`src/rtl/weather_sched.sv`:
```
// weather_sched: sample FIFO with range check, sequencer that feeds the
// fixed-latency decision tree one sample at a time, and a tagged result
// stream with valid/ready backpressure.
module weather_sched #(
   parameter int unsigned FIFO_DEPTH = 4,
   parameter int unsigned TREE_LAT   = 3
) (
   input  logic       clk,
   input  logic       rst,
   input  logic       s_valid,
   output logic       s_ready,
   input  logic [3:0] s_temp_max,
   input  logic [3:0] s_temp_min,
   input  logic [3:0] s_precip,
   input  logic [3:0] s_wind,
   output logic [3:0] tree_temp_max,
   output logic [3:0] tree_temp_min,
   output logic [3:0] tree_precip,
   output logic [3:0] tree_wind,
   input  logic [4:0] tree_class,
   output logic       m_valid,
   input  logic       m_ready,
   output logic [4:0] m_class,
   output logic [7:0] m_tag,
   output logic [7:0] drop_cnt,
   output logic       busy
);

   localparam int unsigned AW        = $clog2(FIFO_DEPTH);
   localparam logic [AW:0] PTR_ONE   = 1;
   localparam logic [3:0]  WAIT_LOAD = 4'(TREE_LAT - 1);

   typedef struct packed {
      logic [3:0] temp_max;
      logic [3:0] temp_min;
      logic [3:0] precip;
      logic [3:0] wind;
      logic [7:0] tag;
   } entry_t;

   typedef enum logic [1:0] {
      ST_IDLE,
      ST_WAIT,
      ST_HOLD
   } state_t;

   state_t      state_q, state_d;
   entry_t      mem_q [FIFO_DEPTH];
   entry_t      mem_d [FIFO_DEPTH];
   logic [AW:0] wr_ptr_q, wr_ptr_d;
   logic [AW:0] rd_ptr_q, rd_ptr_d;
   logic [7:0]  tag_cnt_q, tag_cnt_d;
   logic [7:0]  drop_cnt_q, drop_cnt_d;
   logic [3:0]  wait_cnt_q, wait_cnt_d;
   entry_t      op_q, op_d;
   logic [4:0]  m_class_q, m_class_d;
   logic [7:0]  m_tag_q, m_tag_d;

   logic empty, full, accept, in_drop, push, pop;

   // Full when the pointers differ only in the wrap bit.
   assign empty   = (wr_ptr_q == rd_ptr_q);
   assign full    = (wr_ptr_q[AW] != rd_ptr_q[AW]) &&
                    (wr_ptr_q[AW-1:0] == rd_ptr_q[AW-1:0]);
   assign accept  = s_valid && s_ready;
   assign in_drop = (s_temp_min > s_temp_max);
   assign push    = accept && !in_drop;

   // Sequencer: pop into operand registers, count down tree latency, hold result.
   always_comb begin
      state_d    = state_q;
      wait_cnt_d = wait_cnt_q;
      op_d       = op_q;
      m_class_d  = m_class_q;
      m_tag_d    = m_tag_q;
      pop        = 1'b0;
      case (state_q)
         ST_IDLE: begin
            if (!empty) pop = 1'b1;
         end
         ST_WAIT: begin
            if (wait_cnt_q == 4'd0) begin
               m_class_d = tree_class;
               m_tag_d   = op_q.tag;
               state_d   = ST_HOLD;
            end else begin
               wait_cnt_d = wait_cnt_q - 4'd1;
            end
         end
         ST_HOLD: begin
            if (m_ready) begin
               if (!empty) pop = 1'b1;
               else        state_d = ST_IDLE;
            end
         end
         default: state_d = ST_IDLE;
      endcase
      if (pop) begin
         op_d       = mem_q[rd_ptr_q[AW-1:0]];
         wait_cnt_d = WAIT_LOAD;
         state_d    = ST_WAIT;
      end
   end

   // Input stage: FIFO write, read pointer advance, tag and drop counters.
   always_comb begin
      mem_d      = mem_q;
      wr_ptr_d   = wr_ptr_q;
      rd_ptr_d   = rd_ptr_q;
      tag_cnt_d  = tag_cnt_q;
      drop_cnt_d = drop_cnt_q;
      if (push) begin
         mem_d[wr_ptr_q[AW-1:0]] = {s_temp_max, s_temp_min, s_precip, s_wind, tag_cnt_q};
         wr_ptr_d = wr_ptr_q + PTR_ONE;
      end
      if (pop) rd_ptr_d = rd_ptr_q + PTR_ONE;
      if (accept) tag_cnt_d = tag_cnt_q + 8'd1;
      if (accept && in_drop && (drop_cnt_q != 8'hFF)) drop_cnt_d = drop_cnt_q + 8'd1;
   end

   // State registers with asynchronous active-high reset.
   always_ff @(posedge clk or posedge rst) begin
      if (rst) begin
         state_q    <= ST_IDLE;
         mem_q      <= '{default: '0};
         wr_ptr_q   <= '0;
         rd_ptr_q   <= '0;
         tag_cnt_q  <= '0;
         drop_cnt_q <= '0;
         wait_cnt_q <= '0;
         op_q       <= '0;
         m_class_q  <= '0;
         m_tag_q    <= '0;
      end else begin
         state_q    <= state_d;
         mem_q      <= mem_d;
         wr_ptr_q   <= wr_ptr_d;
         rd_ptr_q   <= rd_ptr_d;
         tag_cnt_q  <= tag_cnt_d;
         drop_cnt_q <= drop_cnt_d;
         wait_cnt_q <= wait_cnt_d;
         op_q       <= op_d;
         m_class_q  <= m_class_d;
         m_tag_q    <= m_tag_d;
      end
   end

   assign s_ready       = !full;
   assign tree_temp_max = op_q.temp_max;
   assign tree_temp_min = op_q.temp_min;
   assign tree_precip   = op_q.precip;
   assign tree_wind     = op_q.wind;
   assign m_valid       = (state_q == ST_HOLD);
   assign m_class       = m_class_q;
   assign m_tag         = m_tag_q;
   assign drop_cnt      = drop_cnt_q;
   assign busy          = (state_q != ST_IDLE) || !empty;

endmodule

```
`config.mk`:
```
export PLATFORM = sky130hd
export DESIGN_NAME = weather_sched
export DESIGN_NICKNAME = d
export VERILOG_FILES = /design/src/rtl/weather_sched.sv
export SDC_FILE = /design/constraint.sdc
export NUM_CORES = 1
export LEC_CHECK = 0
export CAP_MARGIN = 20
export CELL_PAD_IN_SITES_DETAIL_PLACEMENT = 1
export CELL_PAD_IN_SITES_GLOBAL_PLACEMENT = 1
export CORE_ASPECT_RATIO = 0.8
export CORE_MARGIN = 3
export CORE_UTILIZATION = 44
export CTS_CLUSTER_DIAMETER = 120
export DETAILED_ROUTE_END_ITERATION = 10
export GPL_TIMING_DRIVEN = 0
export PLACE_DENSITY = 0.8
export SYNTH_ARGS = -nofsm -noshare
export SYNTH_HDL_FRONTEND = slang
export SYNTH_SLANG_ARGS = --single-unit
```
`constraint.sdc`:
```
create_clock -name clk -period 15.7 [get_ports clk]
set_input_delay 3.14 -clock clk [delete_from_list [all_inputs] [get_ports clk]]
set_output_delay 3.14 -clock clk [all_outputs]
set_load 0.02 [all_outputs]
```
==> results.cfg, run 1 <==
[setup_path]
r2r_cells = 6
r2r_slack_ns = 13.13
crit_fanout = 10
cp_data_arrival_time_ns = 5.77
path_class = in -> reg
worstPathRequired_ns = 16.01
start_kind = input port
end_kind = register

[power_and_ir_drop]
clkPwrFrac_pct = 21.3
vdd_drop_max_mv = 0.116
sequentialPowerShare_pct = 36.5
pwr_density_cell_nw_per_um2 = 221
switching_share_pct = 32.2
power_switching_mw = 0.641
power_leakage_nw = 4.24
combPwrFrac_pct = 42.2
internal_power_mw = 1.35

[clock_network]
post_cts_buffers = 0
htree_num_levels = 4
clock_path_buffers = 2
post_cts_resized = 0
cts.clk_slew.worst_paths_ns = 0.06
cts-buffers-inserted = 17
cts_num_sinks = 161
ctsRootBufferMaster = clkbuf_16
clkLatencyLatePin_ns = 0.43
cts_tree = built
cts_hold_buf = 0

[sta]
hold_viol_final = 0
skew_ns = 0.00861
fmax_mhz = 183
setup_viol = 0
rsz0062_at_grt = no
fin_crit_ns = 5.46
drv_slew = 0
setup_tns_ns = 0
worst_slack_ns = 10.24
tightest_slew_ns = 0.972
fin_crit_sh_pct = 34.8
slew_headroom_pct = 35.2

[yosys]
syn_area_per_cell_sq_um = 16.1
synth_top_family_by_area = multiplexers
synth_fa_ha_area_share_pct = 2.17
yosys_warnings = 0
syn_area_sq_um = 7480
yosys-mux-area-fraction_pct = 31.5
synth_edf_count = 0
async_reset_ff_share_pct = 100
synthesis.nets = 504
synthFlopType = dfrtp_1
synth_xor_area_share_pct = 3.01
yosysSeqAreaShare_pct = 53.8
synth_compound_area_share_pct = 1.24
yosys.area_share.simple_pct = 4.00
synthCells = 466
synth_seq_cells = 161
synth.distinct_cells = 38

[place]
gp_congestion = 0.750
dp_hpwl_mm = 10.5
post-place-ws_ns = 9.90
io_buffers = 64

[cells_and_area]
nNetsFinal = 588
nFillCells = 1542
area_growth_pct = 20.6
multi_input_area_sq_um = 3140
ff_latch_area_sq_um = 4030
drive_above_1_share_pct = 40.9
antenna_cells = 0

[hold_path]
whs_path_depth = 1
hp-class = reg -> reg

[grt]
grt_pass1_wl_mm = 26.0
grt_pass1_vias = 4707
antenna_found_initial = 0
overflow = 0
grt_max_degree = 83
grt_usage_pct = 18.6

[flow_run]
drv_cap = 0

[die]
rows = 41
die_w_um = 152
start_util_pct = 46.2
die_area_sq_um = 18600
pin_count = 65
die_y_um = 123
core_area_sq_um = 16200

[route]
drtIter0Drc = 209
dr_total_vias = 4112
drc = 0
via_per_inst = 5.29
drt-total-wl_mm = 16.1
dr.pass1.iters = 4
wl_per_cell_um = 20.7
ant_nets = 0

[run_status]
status = finished, final reports clean
## metrics by stage
stage / std cells / instance area [sq um] / util (%) / hold slack (ns) / total power [mW]
after floorplan: 466 / 7480 / - / 0.454 / 1.33
after global placement: 745 / 8390 / 51.8 / 0.475 / 1.53
after detailed placement: 746 / 8420 / 52.0 / 0.491 / 1.58
after CTS: 778 / 9030 / 55.7 / 0.508 / 2.02
after global routing: 778 / 9030 / 55.7 / 0.516 / 2.10
final: 778 / 9030 / 55.7 / 0.499 / 1.99
## area by class of cell
type | count | area share [%]
clock buffers | 24 | 5.56
flip-flops and latches | 161 | 44.6
clock inverters | 8 | 1.11
multi-input cells | 256 | 34.8
inverters | 13 | 0.596
plain buffers | 36 | 2.97
well taps | 215 | 2.98
repair buffers | 65 | 7.40
## path summary, 6_finish.rpt
kind / from / endpoint
min reg2reg: drop_cnt[5]$_DFFE_PP0P_ / drop_cnt[5]$_DFFE_PP0P_
max in group asynchronous: rst / mem_q[43]$_DFFE_PP0P_
max: s_temp_max[1] / mem_q[2]$_DFFE_PP0P_
min: drop_cnt[5]$_DFFE_PP0P_ / drop_cnt[5]$_DFFE_PP0P_
min in group asynchronous: rst / op_q[5]$_DFFE_PP0N_
max reg2reg: rd_ptr_q[1]$_DFFE_PP0N_ / tree_wind[3]$_DFFE_PP0N_
## power by group through the flow
stage / Combinational [mW] / Sequential, mW / Clock [mW]
floorplan: 0.614 / 0.712 / 0
global placement: 0.817 / 0.710 / 0
detailed placement: 0.848 / 0.731 / 0
CTS: 0.856 / 0.728 / 0.433
global route: 0.902 / 0.751 / 0.452
finish: 0.841 / 0.727 / 0.425
## cells in the final DEF, fill, tap and decap left out, types with 5 or more instances in the layout
master           synthesis  routed
mux4_2                  24      24
nand2_1                 11      11
inv_1                   13      12
nor2_1                   5       5
ha_1                    13      13
mux2_4                  79      79
clkbuf_1                 4       6
clkdlybuf4s50_1          0      64
clkbuf_16                0      17
xor2_1                   6       6
buf_6                    8       8
nand4_1                  7       7
buf_4                   18      18
nand3_1                  6       6
dfrtp_1                161     161
xnor2_1                 16      16
mux2_2                  55      55
clkbuf_8                 0       5
## metal layers
layer	vias up	GRT usage [%]	part of all wire [%]
met5	-	0	0
met4	0	5.56	1.2
met3	20	4.95	3.7
met2	62	30.0	48
met1	2206	24.8	47
li1	1824	-	-
## cell families (layout without fill, tap and decap cells)
logic type                 Yosys count  in the layout
DFF                                161            161
and+or+nand+nor                     48             48
adders and majority gates           13             13
AOI/OAI and AO/OA                   12             12
muxes                              159            159
xor gates and xnor gates            24             24
buffers and inverters               49            146
## state kept, by name, summed over array words and instances (netlist names), 5 cells and up
name       count
drop_cnt       8
mem_q         96
m_tag          8
op_q           8
m_class        5
tag_cnt_q      8
## Yosys cell counts (all sizes together) (2+ instances only)
library cell | count | share of area, %
buf | 32 | 3.4
and3 | 4 | 0.33
o21ai | 4 | 0.32
mux2 | 135 | 24
xor2 | 8 | 1.1
xnor2 | 16 | 1.9
clkbuf | 4 | 0.20
ha | 13 | 2.2
and2 | 2 | 0.17
a21oi | 2 | 0.13
inv | 13 | 0.65
nor3 | 3 | 0.20
dfrtp | 161 | 54
nand2 | 11 | 0.55
nand4 | 7 | 0.59
nor2 | 6 | 0.33
nand3 | 10 | 1.3
mux4 | 24 | 7.2
## critical path, cell delays in order
cell and delay, ns:
clkdlybuf4s50_1 0.57, inv_1 0.09, ha_1 0.34, nor2b_1 0.16, o211a_1 0.23, o21ai_2 0.42, nand3_4 0.25, buf_6 0.24
mux2_4 0.31
Power figures use the tool's default switching activity.
==> run 2, diff against run 1 <==
==> constraint.sdc (replaced) <==
create_clock -name clk -period 5.3 [get_ports clk]
set_input_delay 1.06 -clock clk [delete_from_list [all_inputs] [get_ports clk]]
set_output_delay 1.06 -clock clk [all_outputs]
set_load 0.02 [all_outputs]
==> results.cfg, run 2 (same netlist as run 1, synthesis figures left out) <==
[setup_path]
r2r_cells = 6
path_cells = clkdlybuf4s50_1 -> inv_1 -> ha_1 -> nor2b_1 -> o211a_1 -> o21ai_2 -> nand3_4 -> buf_6 -> mux2_4
path_class = in -> reg
cp_data_arrival_time_ns = 3.63
max_stage_delay_ns = 0.58
start_kind = input port
slowest_stage = clkdlybuf4s50_1
worstPathRequired_ns = 5.61
crit-reg2reg-capture = drop_cnt[1]$_DFFE_PP0P_
r2r-start = rd_ptr_q[0]$_DFFE_PP0N_
end_kind = register
startpoint = s_temp_max[1]
crit_end = mem_q[14]$_DFFE_PP0P_
crit_fanout = 10
r2r_slack_ns = 2.88

[clock_network]
cts.clk_slew.worst_paths_ns = 0.06
clkLatencyLatePin_ns = 0.43
cts_tree = built
ctsRootBufferMaster = clkbuf_16
cts_num_sinks = 161
post_cts_buffers = 0
clock_path_buffers = 2
cts_hold_buf = 0
post_cts_resized = 0
cts-buffers-inserted = 17
htree_num_levels = 4

[grt]
grt_max_degree = 44
grt_pass1_wl_mm = 26.3
antenna_found_initial = 0
overflow = 0
grt_pass1_vias = 4730
grt_usage_pct = 18.6

[cells_and_area]
nNetsFinal = 591
layout_commonest_cell = dfrtp_1
layout_common_cells = 161 x dfrtp_1, 79 x mux2_4, 64 x clkdlybuf4s50_1, 55 x mux2_2, 24 x mux4_2
drive_above_1_share_pct = 41.0
regMostFlops = mem_q
antenna_cells = 0
largest_reg_flops = 96
area_growth_pct = 21.4

[sta]
worst_slack_ns = 1.97
skew_ns = 0.0121
tightest_slew_ns = 0.924
fin_crit_sh_pct = 62.8
slew_headroom_pct = 38.4
setup_viol = 0
hold_viol_final = 0
setup_tns_ns = 0
rsz0062_at_grt = no
fin_crit_ns = 3.33
holdWs_ns = 0.485
drv_slew = 0
fmax_mhz = 300

[place]
dp_hpwl_mm = 10.5
io_buffers = 64
gp_congestion = 0.764
post-place-ws_ns = 1.51

[power_and_ir_drop]
clkPwrFrac_pct = 21.4
internal_power_mw = 4.03
power_switching_mw = 1.87
vdd_drop_max_mv = 0.297
switching_share_pct = 31.8
power_leakage_nw = 4.27
combPwrFrac_pct = 42.3
sequentialPowerShare_pct = 36.3
pwr_density_cell_nw_per_um2 = 650

[route]
drc = 0
dr.pass1.iters = 6
via_per_inst = 5.27
dr_total_vias = 4117
drt-total-wl_mm = 15.6
drtIter0Drc = 110
wl_per_cell_um = 20.0
ant_nets = 0

[die]
rows = 41
start_util_pct = 46.2
core_area_sq_um = 16200
die_y_um = 123
die_w_um = 152
pin_count = 65
die_area_sq_um = 18600

[hold_path]
holdCritStartpoint = op_q[2]$_DFFE_PP0N_
hp-class = reg -> reg

[run_status]
status = finished, final reports clean

[flow_run]
drv_cap = 0
-- run 2: changes by cell type in the layout (fill, tap and decap cells not counted) --
cell        change
clkbuf_1        +1
buf_16          -1
buf_12          +4
bufinv_16       +1
clkbuf_8        -2
clkinvlp_4      +1
clkinv_4        +1
inv_6           -2
-- run 2: worst max-delay path, delay by kind of cell --
kind	cells	cell delay [ns]
adder cells (fa/ha/maj)	1	0.30
AND/OR/NAND/NOR	2	0.40
AO/OA/AOI/OAI	2	0.65
multiplexers	1	0.31
buffers and inverters	3	0.89
-- run 2: worst min path at each step --
stage          cells after the start                  end  slack, ns
2_1_floorplan                      1  op_q[2]$_DFFE_PP0N_       0.45
3_3_place_gp                       1  op_q[2]$_DFFE_PP0N_       0.47
3_5_place_dp                       1  op_q[2]$_DFFE_PP0N_       0.48
4_1_cts                            1  op_q[2]$_DFFE_PP0N_       0.49
5_1_grt                            1  op_q[2]$_DFFE_PP0N_       0.51
6_report                           1  op_q[2]$_DFFE_PP0N_       0.49
-- run 2: power by group through the flow --
stage	Combinational (mW)	Clock (mW)	Sequential (mW)
detailed placement	2.51	0	2.15
floorplan	1.82	0	2.11
global placement	2.42	0	2.11
global route	2.69	1.35	2.22
finish	2.50	1.26	2.14
CTS	2.54	1.30	2.15
-- run 2: per-layer routing --
layer  global-route usage (%)  routed length, um  vias up  part of all wire (%)
met3                     5.06                601       12                   3.8
met5                        0                  0        -                     0
met4                     5.05                115        0                  0.74
li1                         -                  -     1829                     -
met1                     25.5               7200     2211                    46
met2                     29.4               7720       65                    49
-- run 2: layout make-up --
class	count	area (sq um)
buffer	36	268
clock inverter	9	130
multi-input combinational	256	3140
sequential	161	4030
fill	1541	7130
tap	215	269
clock buffer	23	478
timing repair buffer	68	721
inverter	13	52.6
-- run 2: metrics by stage --
step                      instance area [sq um]  instances  util (%)  power, mW
after floorplan                            7490        466         -       3.93
after global placement                     8400        745      51.8       4.53
after detailed placement                   8480        749      52.3       4.67
after CTS                                  9080        781      56.0       5.98
after global routing                       9080        781      56.0       6.26
final                                      9080        781      56.0       5.90
